==> src/rtl/cacheline_adaptor_pkg.sv <==
// Shared type packages for the cache line adaptor.
//   rv32i_types : rv32i_word, the 32-bit address type used on the address ports.
//   cache_types : line/burst geometry constants and the adaptor FSM state enum.

package rv32i_types;
    typedef logic [31:0] rv32i_word;
endpackage : rv32i_types

package cache_types;
    localparam int s_line   = 256;
    localparam int s_burst  = 64;
    localparam int beats    = s_line / s_burst;
    // Byte-offset bits cleared to line-align the memory address.
    localparam int offset_w = $clog2(s_line / 8);

    typedef enum logic [1:0] {
        IDLE  = 2'd0,
        READ  = 2'd1,
        WRITE = 2'd2,
        DONE  = 2'd3
    } adaptor_state_t;
endpackage : cache_types

==> src/rtl/cacheline_adaptor.sv <==
// cacheline_adaptor
//   Bridges the cache's single-transfer 256-bit line interface to a 4-beat,
//   64-bit memory burst. One request (fill or write-back) runs one burst.
//   A completed request is signalled with a single-cycle resp_o.
// Ports:
//   clk, rst   : clock, asynchronous active-high reset
//   line_i     : write-back line from the cache
//   line_o     : assembled fill line (buffer contents)
//   address_i  : cache request address
//   read_i     : cache line-fill request
//   write_i    : cache write-back request (wins over read_i)
//   resp_o     : request-complete pulse
//   burst_i    : memory read beat
//   burst_o    : memory write beat
//   address_o  : line-aligned memory address
//   read_o     : burst read request to memory
//   write_o    : burst write request to memory
//   resp_i     : memory beat strobe
// All outputs are decoded from registered state only.

module cacheline_adaptor
    import rv32i_types::*;
    import cache_types::*;
(
    input  logic                clk,
    input  logic                rst,

    input  logic [s_line-1:0]   line_i,
    output logic [s_line-1:0]   line_o,
    input  rv32i_word           address_i,
    input  logic                read_i,
    input  logic                write_i,
    output logic                resp_o,

    input  logic [s_burst-1:0]  burst_i,
    output logic [s_burst-1:0]  burst_o,
    output rv32i_word           address_o,
    output logic                read_o,
    output logic                write_o,
    input  logic                resp_i
);

    localparam logic [1:0] LAST_BEAT = 2'(beats - 1);

    adaptor_state_t     state_q, state_d;
    logic [1:0]         cnt_q, cnt_d;
    logic [s_line-1:0]  buf_q, buf_d;
    rv32i_word          addr_q, addr_d;

    always_ff @(posedge clk or posedge rst) begin
        if (rst) begin
            state_q <= IDLE;
            cnt_q   <= '0;
            buf_q   <= '0;
            addr_q  <= '0;
        end else begin
            state_q <= state_d;
            cnt_q   <= cnt_d;
            buf_q   <= buf_d;
            addr_q  <= addr_d;
        end
    end

    always_comb begin
        state_d = state_q;
        cnt_d   = cnt_q;
        buf_d   = buf_q;
        addr_d  = addr_q;

        unique case (state_q)
            IDLE: begin
                if (write_i) begin
                    buf_d   = line_i;
                    addr_d  = address_i;
                    cnt_d   = '0;
                    state_d = WRITE;
                end else if (read_i) begin
                    addr_d  = address_i;
                    cnt_d   = '0;
                    state_d = READ;
                end
            end
            READ: begin
                if (resp_i) begin
                    buf_d[s_burst*cnt_q +: s_burst] = burst_i;
                    // The counter only wraps 3->0 on the exit beat.
                    cnt_d = cnt_q + 2'd1;
                    if (cnt_q == LAST_BEAT) state_d = DONE;
                end
            end
            WRITE: begin
                if (resp_i) begin
                    cnt_d = cnt_q + 2'd1;
                    if (cnt_q == LAST_BEAT) state_d = DONE;
                end
            end
            DONE: begin
                // Requests are not sampled here; the cache sees resp_o first.
                state_d = IDLE;
            end
            default: state_d = IDLE;
        endcase
    end

    assign read_o    = (state_q == READ);
    assign write_o   = (state_q == WRITE);
    assign resp_o    = (state_q == DONE);
    assign address_o = {addr_q[31:offset_w], {offset_w{1'b0}}};
    assign burst_o   = buf_q[s_burst*cnt_q +: s_burst];
    assign line_o    = buf_q;

endmodule : cacheline_adaptor

==> config.mk <==
export PLATFORM = sky130hd
export DESIGN_NAME = cacheline_adaptor
export DESIGN_NICKNAME = d
export VERILOG_FILES = /design/src/rtl/cacheline_adaptor_pkg.sv /design/src/rtl/cacheline_adaptor.sv
export SDC_FILE = /design/constraint.sdc
export NUM_CORES = 1
export LEC_CHECK = 0
export ABC_AREA = 1
export BUFFER_PORTS_ARGS = -buffer_cell sky130_fd_sc_hd__buf_2
export CORE_AREA = 2 2 279 281
export DETAILED_ROUTE_END_ITERATION = 10
export DIE_AREA = 0 0 281 283
export SETUP_SLACK_MARGIN = 0.4
export SYNTH_ARGS = -nofsm -noshare
export SYNTH_HDL_FRONTEND = slang
export SYNTH_SLANG_ARGS = --single-unit
==> constraint.sdc <==
create_clock -name clk -period 10.45 [get_ports clk]
set_clock_uncertainty 0.05 [all_clocks]
set_input_delay 1.045 -clock clk [delete_from_list [all_inputs] [get_ports clk]]
set_output_delay 1.045 -clock clk [all_outputs]
set_load 0.005 [all_outputs]
==> results of run 1 <==
routing by layer:
layer | global-route usage, % | part of all wire (%) | vias up | routed length (um)
met5 | 0 | 0.033 | - | 30
met4 | 9.69 | 4.3 | 4 | 3880
met3 | 5.20 | 9.1 | 199 | 8270
met2 | 35.8 | 46 | 1076 | 42200
met1 | 27.5 | 40 | 9997 | 36700
li1 | - | - | 9828 | -
through the flow:
step	area, um2	power (W)	setup WS, ps	cells	hold slack, ps
5_1_grt	23300	0.00825	5480	4417	459
4_1_cts	23300	0.00773	5690	4400	431
3_3_place_gp	22000	0.00631	6290	4331	411
6_report	23300	0.00773	5580	4421	426
2_1_floorplan	17800	0.00438	1430	2766	426
3_5_place_dp	22000	0.00635	6290	4331	417
final cells by class:
| class | count | area share (%) |
|---|---|---|
| Timing Repair Buffer | 738 | 16.2 |
| Multi-Input combinational cell | 2225 | 41.0 |
| Sequential cell | 287 | 30.8 |
| Clock inverter | 10 | 0.451 |
| Clock buffer | 59 | 4.90 |
| Tap cell | 1040 | 5.58 |
| Inverter | 41 | 0.767 |
| Antenna cell | 21 | 0.225 |
kinds of logic (layout without fill, tap and decap cells):
logic type / after synthesis / after routing / share of synthesized area, %
AO/OA/AOI/OAI: 290 / 290 / 8.60
AND/OR/NAND/NOR: 1920 / 1920 / 44.0
flip-flops: 287 / 287 / 40.3
adder cells (fa/ha/maj): 10 / 10 / 0.703
buffers and inverters: 254 / 848 / 6.36
other: 1 / 26 / 0.0211
power groups by stage:
| stage | logic, W | registers, W | clock network [W] |
|---|---|---|---|
| 2_1_floorplan | 0.00246 | 0.00192 | 0 |
| 3_3_place_gp | 0.00427 | 0.00203 | 0 |
| 3_5_place_dp | 0.00433 | 0.00203 | 0 |
| 4_1_cts | 0.00433 | 0.00202 | 0.00137 |
| 5_1_grt | 0.00475 | 0.00208 | 0.00142 |
| 6_report | 0.00435 | 0.00203 | 0.00134 |
how the worst min path moves through the flow:
stage,startpoint,to,slack (ps),cells after the start
after floorplan,addr_q[10],addr_q[10],430,2
after global placement,addr_q[13],addr_q[13],410,2
after detailed placement,addr_q[23],addr_q[23],420,2
after CTS,addr_q[23],addr_q[23],430,2
after global routing,addr_q[14],addr_q[14],460,2
final,addr_q[23],addr_q[23],430,2
layout by cell type, fill, tap and decap left out, types with 3 or more instances in the layout:
master / n
ha_1: 8
nand3b_1: 131
conb_1: 5
clkinv_2: 10
nand3_1: 65
buf_4: 37
inv_1: 34
o22ai_1: 64
clkbuf_1: 13
nor2_2: 3
nor2_1: 195
nor2_4: 6
clkbuf_8: 5
clkbuf_16: 41
nand2_1: 1515
dfrtp_1: 285
diode_2: 21
buf_2: 701
o21ai_0: 222
worst register-to-register path, cell delays in order (launching register included):
cell      delay [ps]
dfrtp_4          910
inv_6            220
ha_4             720
buf_4            550
nand2_1          170
clkinv_2         470
buf_4            520
nand3b_1         190
nand2_1           90
nand2_1           50
nand2_1           80
sequential cells by signal, indices dropped and copies added (netlist names):
register	cells
addr_q	27
cnt_q	2
line_o	256
state_q	2
==> flow_metrics.tcl, run 1 <==
set metrics [dict create \
    ys_ff_latch 287 \
    fp.dieArea_mm2 0.0795 \
    yosysWarnings 0 \
    r2r_start "cnt_q[0]" \
    r2r-end "line_o[155]" \
    start_util_pct 23.2 \
    clkTransAtPathRegs_ps 60 \
    net-switching-power_w 0.00403 \
    async_flop_share_pct 100 \
    critPathArrivalTime_ps 3780 \
    cts_tree "yes" \
    cpMostUsedCell "buf_4" \
    hold_class "reg -> reg" \
    path_class "reg -> out" \
    postCtsSetupRepairBufs 0 \
    antenna_found_initial 24 \
    area_growth_pct 31.1 \
    crit_path_max_incr_delay_ps 910 \
    powerDensity_mw_per_mm2 331 \
    seqPwrFrac_pct 26.3 \
    hold_viol_final 0 \
    period_needed_ps 4870 \
    p_clk_share_pct 17.4 \
    place_congestion 0.893 \
    finalCritPeriodShare_pct 46.6 \
    grt_pass1_wl_um 132000 \
    cts_inserted_buffers 38 \
    fill_cells 8493 \
    grt_overflow 0 \
    max_slew_margin_pct 20.8 \
    yosys-top-cells-area "dfrtp_1, nand2_1, o21ai_0" \
    syn_avg_cell_area_um2 6.44 \
    critical_path_cell_count 5 \
    clock_latency_ps 540 \
    yosysUniqueCellTypes 21 \
    netlist_top_cells_count "nand2_1, dfrtp_1, o21ai_0" \
    drcViolationCount 0 \
    p_sw_share_pct 52.1 \
    rows 102 \
    cp_top_family "buffers and inverters" \
    grt_use_total_pct 22.0 \
    crit_path_cell_trace "buf_4 -> buf_4 -> o21ai_0 -> o22ai_1 -> buf_2" \
    final_antenna_net_count 0 \
    yosysSeqAreaShare_pct 40.3 \
    synth_top_area_cell "dfrtp_1" \
    worst_setup_path_end_kind "primary output" \
    slew_violations 0 \
    clk_path_buf_depth 3 \
    synth_top_area_share_pct 40.3 \
    timing.critical_path.buf_inv 3 \
    combPwrFrac_pct 56.3 \
    core_area_mm2 0.0767 \
    crit_fanout 71 \
    critPathLaunch "cnt_q[0]" \
    vias_per_cell 4.77 \
    io_pins 712 \
    first_pass_iters 6 \
    hpwlAfterDp_um 60800 \
    fin_util_pct 30.4 \
    root_buffer "clkbuf_16" \
    grt_pass1_vias 19500 \
    worst_slew_pin_slew_ps 1190 \
    ff2ff_setup_slack_ps 6370 \
    cts_resized 0 \
    multi_input_area_mm2 0.00957 \
    portBuffers 701 \
    rsz0062_at_grt "false" \
    routed_wl_um 91000 \
    p_int_w 0.00370 \
    drv_cap 0 \
    yosysMostFrequentCell "nand2_1" \
    synth-edff-count 0 \
    status "complete, no violations" \
    r2r_cells 10 \
    setup_viol 0 \
    final_nets 3698 \
    cp.required_ps 9360 \
    wire_per_inst_um 20.6 \
    syn_area_mm2 0.0178 \
    clock.fmax_mhz 205 \
    dieHeight_um 283 \
    fin_tns_setup_ps 0 \
    vdd_drop_max_mv 0.298 \
    cts_sinks 287 \
    synth_cells 2762 \
    vias 21100 \
    drtIter0Drc 1957 \
    die_w_um 281 \
    worstSetupStartpointType "register" \
    grt_max_degree 125 \
    p_leak_nw 13.1 \
    ys.flop_type "dfrtp_1" \
    ctsHoldBuffers 0 \
    drive_above_1_share_pct 24.4 \
    seqCellArea_mm2 0.00719 \
    critPathSlowestCell "dfrtp_4" \
    crit_end "burst_o[47]" \
    h-tree-depth 2 \
]
Power figures use the tool's default switching activity.
==> inputs of run 2 (changes only) <==
==> constraint.sdc (replaced) <==
create_clock -name clk -period 4.85 [get_ports clk]
set_clock_uncertainty 0.05 [all_clocks]
set_input_delay 0.485 -clock clk [delete_from_list [all_inputs] [get_ports clk]]
set_output_delay 0.485 -clock clk [all_outputs]
set_load 0.005 [all_outputs]
==> run 2 against run 1 <==
  * Flip-flop and latch count unchanged
  * Setup slack worse by 4400 ps
  * Via count increased by 0.91%
  * Register-to-register slack got worse by 5200 ps
  * Critical path depth grew 4
  * Sequential share of layout area hardly changed
  * Critical endpoint is now line_o[189]
  * Largest power group unchanged
  * Highest routed layer unchanged
==> flow_metrics.tcl, run 2 (synthesis results as in run 1) <==
set metrics [dict create \
    drv_cap 0 \
    r2r_cells 9 \
    hold_viol_final 0 \
    place_congestion 0.865 \
    vias_per_cell 4.83 \
    period_needed_ps 3670 \
    area_growth_pct 30.9 \
    grt_pass1_vias 20300 \
    root_buffer "clkbuf_16" \
    first_pass_iters 5 \
    cts_inserted_buffers 37 \
    grt_max_degree 109 \
    seqCellArea_mm2 0.00719 \
    slew_violations 0 \
    grt_use_total_pct 22.3 \
    wire_per_inst_um 20.8 \
    setup_viol 0 \
    hold_class "in -> async" \
    cts_resized 0 \
    worst_slew_pin_slew_ps 1140 \
    p_leak_nw 13.0 \
    fill_cells 8516 \
    stdcell_count 4409 \
    layout_common_cells "nand2_1, buf_2, dfrtp_1" \
    fp.dieArea_mm2 0.0795 \
    ff2ff_setup_slack_ps 1180 \
    cts_sinks 287 \
    antenna_found_initial 17 \
    worstSetupStartpointType "register" \
    cts_tree "yes" \
    ctsHoldBuffers 0 \
    dieHeight_um 283 \
    pre_cts_ws_ps 1250 \
    clock_latency_ps 540 \
    io_pins 712 \
    drcViolationCount 0 \
    crit_fanout 37 \
    vias 21300 \
    powerDensity_mw_per_mm2 715 \
    grt_pass1_wl_um 134000 \
    largest_register_ffs 256 \
    routed_wl_um 91800 \
    postCtsSetupRepairBufs 0 \
    hpwlAfterDp_um 61600 \
    max_slew_margin_pct 24.1 \
    cp.required_ps 5280 \
    fin_tns_setup_ps 0 \
    setup_slack_ps 1180 \
    status "complete, no violations" \
    critPathArrivalTime_ps 4100 \
    core_area_mm2 0.0767 \
    drtIter0Drc 1750 \
    die_w_um 281 \
    final_antenna_net_count 0 \
    worst_setup_path_end_kind "register" \
    start_util_pct 23.2 \
    clock.fmax_mhz 272 \
    finalCritPeriodShare_pct 75.8 \
    vdd_drop_max_mv 0.666 \
    rows 102 \
    final_nets 3698 \
    clk_path_buf_depth 3 \
    grt_overflow 0 \
    drive_above_1_share_pct 24.4 \
    dpl.cell_count 4332 \
    h-tree-depth 2 \
    rsz0062_at_grt "false" \
    portBuffers 701 \
    multi_input_area_mm2 0.00957 \
    mostFrequentLayoutCell "nand2_1" \
    path_class "reg -> reg" \
    clkTransAtPathRegs_ps 60 \
]
[run 2: cell count changes in the layout (fill, tap and decap cells not counted), sizes merged]
cell	previous run	this run
diode	21	14
clkbuf	59	53
clkinv	10	12
buf	738	739
bufinv	2	1
clkinvlp	2	1
[run 2: power breakdown]
group          switching, W  internal [W]  total, W
logic               0.00665       0.00292   0.00957
registers          0.000977       0.00340   0.00438
clock network       0.00115       0.00157   0.00272
total               0.00878       0.00789    0.0167
[run 2: through the flow]
step / util (%) / hold WS, ps / cell area [um2] / power, W
after floorplan: - / 426 / 17800 / 0.00943
after global placement: 28.8 / 412 / 22100 / 0.0137
after detailed placement: 28.8 / 418 / 22100 / 0.0138
after CTS: 30.3 / 74.4 / 23300 / 0.0166
after global routing: 30.4 / 101 / 23300 / 0.0178
final: 30.4 / 91.2 / 23300 / 0.0167
[run 2: worst paths after layout]
path                                    start           to
worst max register to register       cnt_q[1]  line_o[189]
min in group clk                address_i[29]   addr_q[29]
worst min register to register      addr_q[8]    addr_q[8]
worst max-delay path                 cnt_q[1]  line_o[189]
max in group asynchronous                 rst  line_o[218]
worst min-delay path                      rst   addr_q[24]
[run 2: final cells by class]
cell class / count / share of cell area, %
inverters: 41 / 0.757
clock inverters: 10 / 0.338
repair buffers: 739 / 16.7
diodes: 14 / 0.150
well taps: 1040 / 5.58
clock buffers: 53 / 4.58
multi-input cells: 2225 / 41.1
flip-flops and latches: 287 / 30.9
[run 2: layer usage]
layer	global-route usage (%)	part of all wire, %	vias to the layer above
met1	27.3	39	10100
met2	36.2	47	1173
li1	-	-	9802
met5	0	0.059	-
met3	5.51	9.3	254
met4	11.4	5.2	8
[run 2: worst max-delay path, stage by stage (launching register included)]
cell      delay [ps]
dfrtp_4          770
clkinv_2         200
buf_4            360
ha_1             330
nor2_4           780
buf_4            660
nand3b_1         150
nand2_1          100
nand2_1           60
nand2_1          100
==> inputs of run 3 (changes only) <==
==> constraint.sdc (replaced) <==
create_clock -name clk -period 3.4 [get_ports clk]
set_clock_uncertainty 0.05 [all_clocks]
set_input_delay 0.34 -clock clk [delete_from_list [all_inputs] [get_ports clk]]
set_output_delay 0.34 -clock clk [all_outputs]
set_load 0.005 [all_outputs]
==> run 3 against run 2 <==
  * Worst hold slack lost 58 ps
  * Utilization grew 1.1 points
  * Via count grew 1.1%
  * Register-to-register slack lost 460 ps
  * Routed wire length grew 2.0%
  * Die area is the same
  * Non-clock buffer count grew 60
  * Sequential share of layout area shrank 1.1 points
  * Sequential power grew 41%
  * Combinational power grew 47%
  * Design area grew 3.5%
  * Critical path type is now reg -> out
  * Critical endpoint is now burst_o[0]
  * Largest power group unchanged
==> flow_metrics.tcl, run 3 (synthesis results as in run 1) <==
set metrics [dict create \
    drv_cap 0 \
    seqCellArea_mm2 0.00719 \
    first_pass_iters 5 \
    p_clk_share_pct 17.1 \
    fin_util_pct 31.5 \
    clock.fmax_mhz 340 \
    cts_sinks 287 \
    fin_hold_ws_ps 33.5 \
    mostFrequentLayoutCell "nand2_1" \
    fill_cells 8488 \
    vias 21500 \
    final_nets 3760 \
    rsz0062_at_grt "false" \
    combPwrFrac_pct 57.6 \
    root_buffer "clkbuf_16" \
    io_pins 712 \
    h-tree-depth 2 \
    final_antenna_net_count 0 \
    clkTransAtPathRegs_ps 60 \
    seqPwrFrac_pct 25.3 \
    worstSetupStartpointType "register" \
    worst_slew_pin_slew_ps 827 \
    grt_pass1_vias 20400 \
    drcViolationCount 0 \
    worst_setup_path_end_kind "primary output" \
    max_slew_margin_pct 44.9 \
    clock_latency_ps 540 \
    start_util_pct 23.2 \
    core_area_mm2 0.0767 \
    hold_viol_final 0 \
    drive_above_1_share_pct 24.5 \
    net-switching-power_w 0.0127 \
    die_w_um 281 \
    rows 102 \
    area_growth_pct 35.5 \
    setup_viol 0 \
    critPathSlowestCell "o22ai_1" \
    cts_inserted_buffers 39 \
    grt_overflow 0 \
    grt_pass1_wl_um 137000 \
    fp.dieArea_mm2 0.0795 \
    wire_per_inst_um 20.9 \
    place_congestion 0.899 \
    largest_register_ffs 256 \
    routed_wl_um 93700 \
    p_leak_nw 13.4 \
    crit_path_max_incr_delay_ps 450 \
    p_int_w 0.0117 \
    cts_tree "yes" \
    crit_path_cell_trace "buf_4 -> buf_12 -> o21ai_0 -> o22ai_1 -> buf_2" \
    hpwlAfterDp_um 62000 \
    grt_max_degree 134 \
    status "complete, no violations" \
    antenna_found_initial 22 \
    clk_path_buf_depth 3 \
    cp.required_ps 3010 \
    slew_violations 0 \
    grt_use_total_pct 22.7 \
    hold_class "in -> reg" \
    path_class "reg -> out" \
    powerDensity_mw_per_mm2 1010 \
    portBuffers 701 \
    p_sw_share_pct 52.0 \
    vias_per_cell 4.81 \
    layout_common_cells "nand2_1, buf_2, dfrtp_1" \
    critPathArrivalTime_ps 2550 \
    period_needed_ps 2940 \
    drtIter0Drc 1755 \
    dieHeight_um 283 \
    multi_input_area_mm2 0.00957 \
    finalCritPeriodShare_pct 86.6 \
    crit_fanout 46 \
    vdd_drop_max_mv 0.860 \
]
## run 3: changes by cell type in the layout (fill, tap and decap cells not counted), sizes merged
| cell | delta |
|---|---|
| diode | +4 |
| buf | +16 |
| dlygate4sd3 | +44 |
| clkbuf | +6 |
| clkinvlp | +3 |
| clkinv | -5 |
## run 3: critical path, delay by kind of cell (launching register included)
family	cells	cell delay [ps]
AO/OA/AOI/OAI	2	600
buffers and inverters	3	980
flip-flops	1	410
## run 3: what timing repair did
item | in CTS | in global routing
hold buffers | 44 | 0
setup buffers | 0 | 0
resized for setup | 4 | 3
endpoints found under the hold margin | 54 | 0
endpoints found under the setup margin | 23 | 4
## run 3: path summary, 6_finish.rpt
check                      slack [ps]        start  cells past startpoint     endpoint
max in group asynchronous        1960          rst                      4  line_o[218]
max reg2reg                       720     cnt_q[0]                      8  line_o[118]
min                                30  line_i[254]                      5  line_o[254]
max                               460     cnt_q[1]                      5   burst_o[0]
min reg2reg                       430   addr_q[25]                      2   addr_q[25]
min in group asynchronous         310          rst                      3   addr_q[13]
## run 3: power by group through the flow
stage | clock network, W | logic, W | registers, W
finish | 0.00419 | 0.0141 | 0.00617
global route | 0.00442 | 0.0153 | 0.00633
CTS | 0.00425 | 0.0140 | 0.00616
detailed placement | 0 | 0.0139 | 0.00617
global placement | 0 | 0.0137 | 0.00619
floorplan | 0 | 0.00756 | 0.00589
## run 3: per-stage QoR
step | worst slack [ps] | area, um2 | setup TNS (ps) | total power (W) | cells
finish | 456 | 24100 | 0 | 0.0244 | 4477
CTS | 406 | 24100 | 0 | 0.0244 | 4459
global route | 412 | 24100 | 0 | 0.0261 | 4476
floorplan | -795 | 17800 | -228230 | 0.0135 | 2766
detailed placement | 612 | 22400 | 0 | 0.0201 | 4348
global placement | 639 | 22400 | 0 | 0.0199 | 4348
## run 3: layout make-up
class / instances / share of cell area [%]
clock buffers: 59 / 4.91
inverters: 41 / 0.742
well taps: 1040 / 5.39
repair buffers: 799 / 19.0
diodes: 18 / 0.187
multi-input cells: 2225 / 39.7
flip-flops and latches: 287 / 29.8
clock inverters: 8 / 0.316
## run 3: routing by layer
| metal | routed length, um | track usage [%] | share of wire (%) | vias to the layer above |
|---|---|---|---|---|
| li1 | - | - | - | 9939 |
| met1 | 37200 | 28.6 | 40 | 10100 |
| met2 | 43200 | 36.3 | 46 | 1234 |
| met3 | 9050 | 5.62 | 9.7 | 263 |
| met4 | 4310 | 10.9 | 4.6 | 8 |
| met5 | 60 | 0 | 0.064 | - |
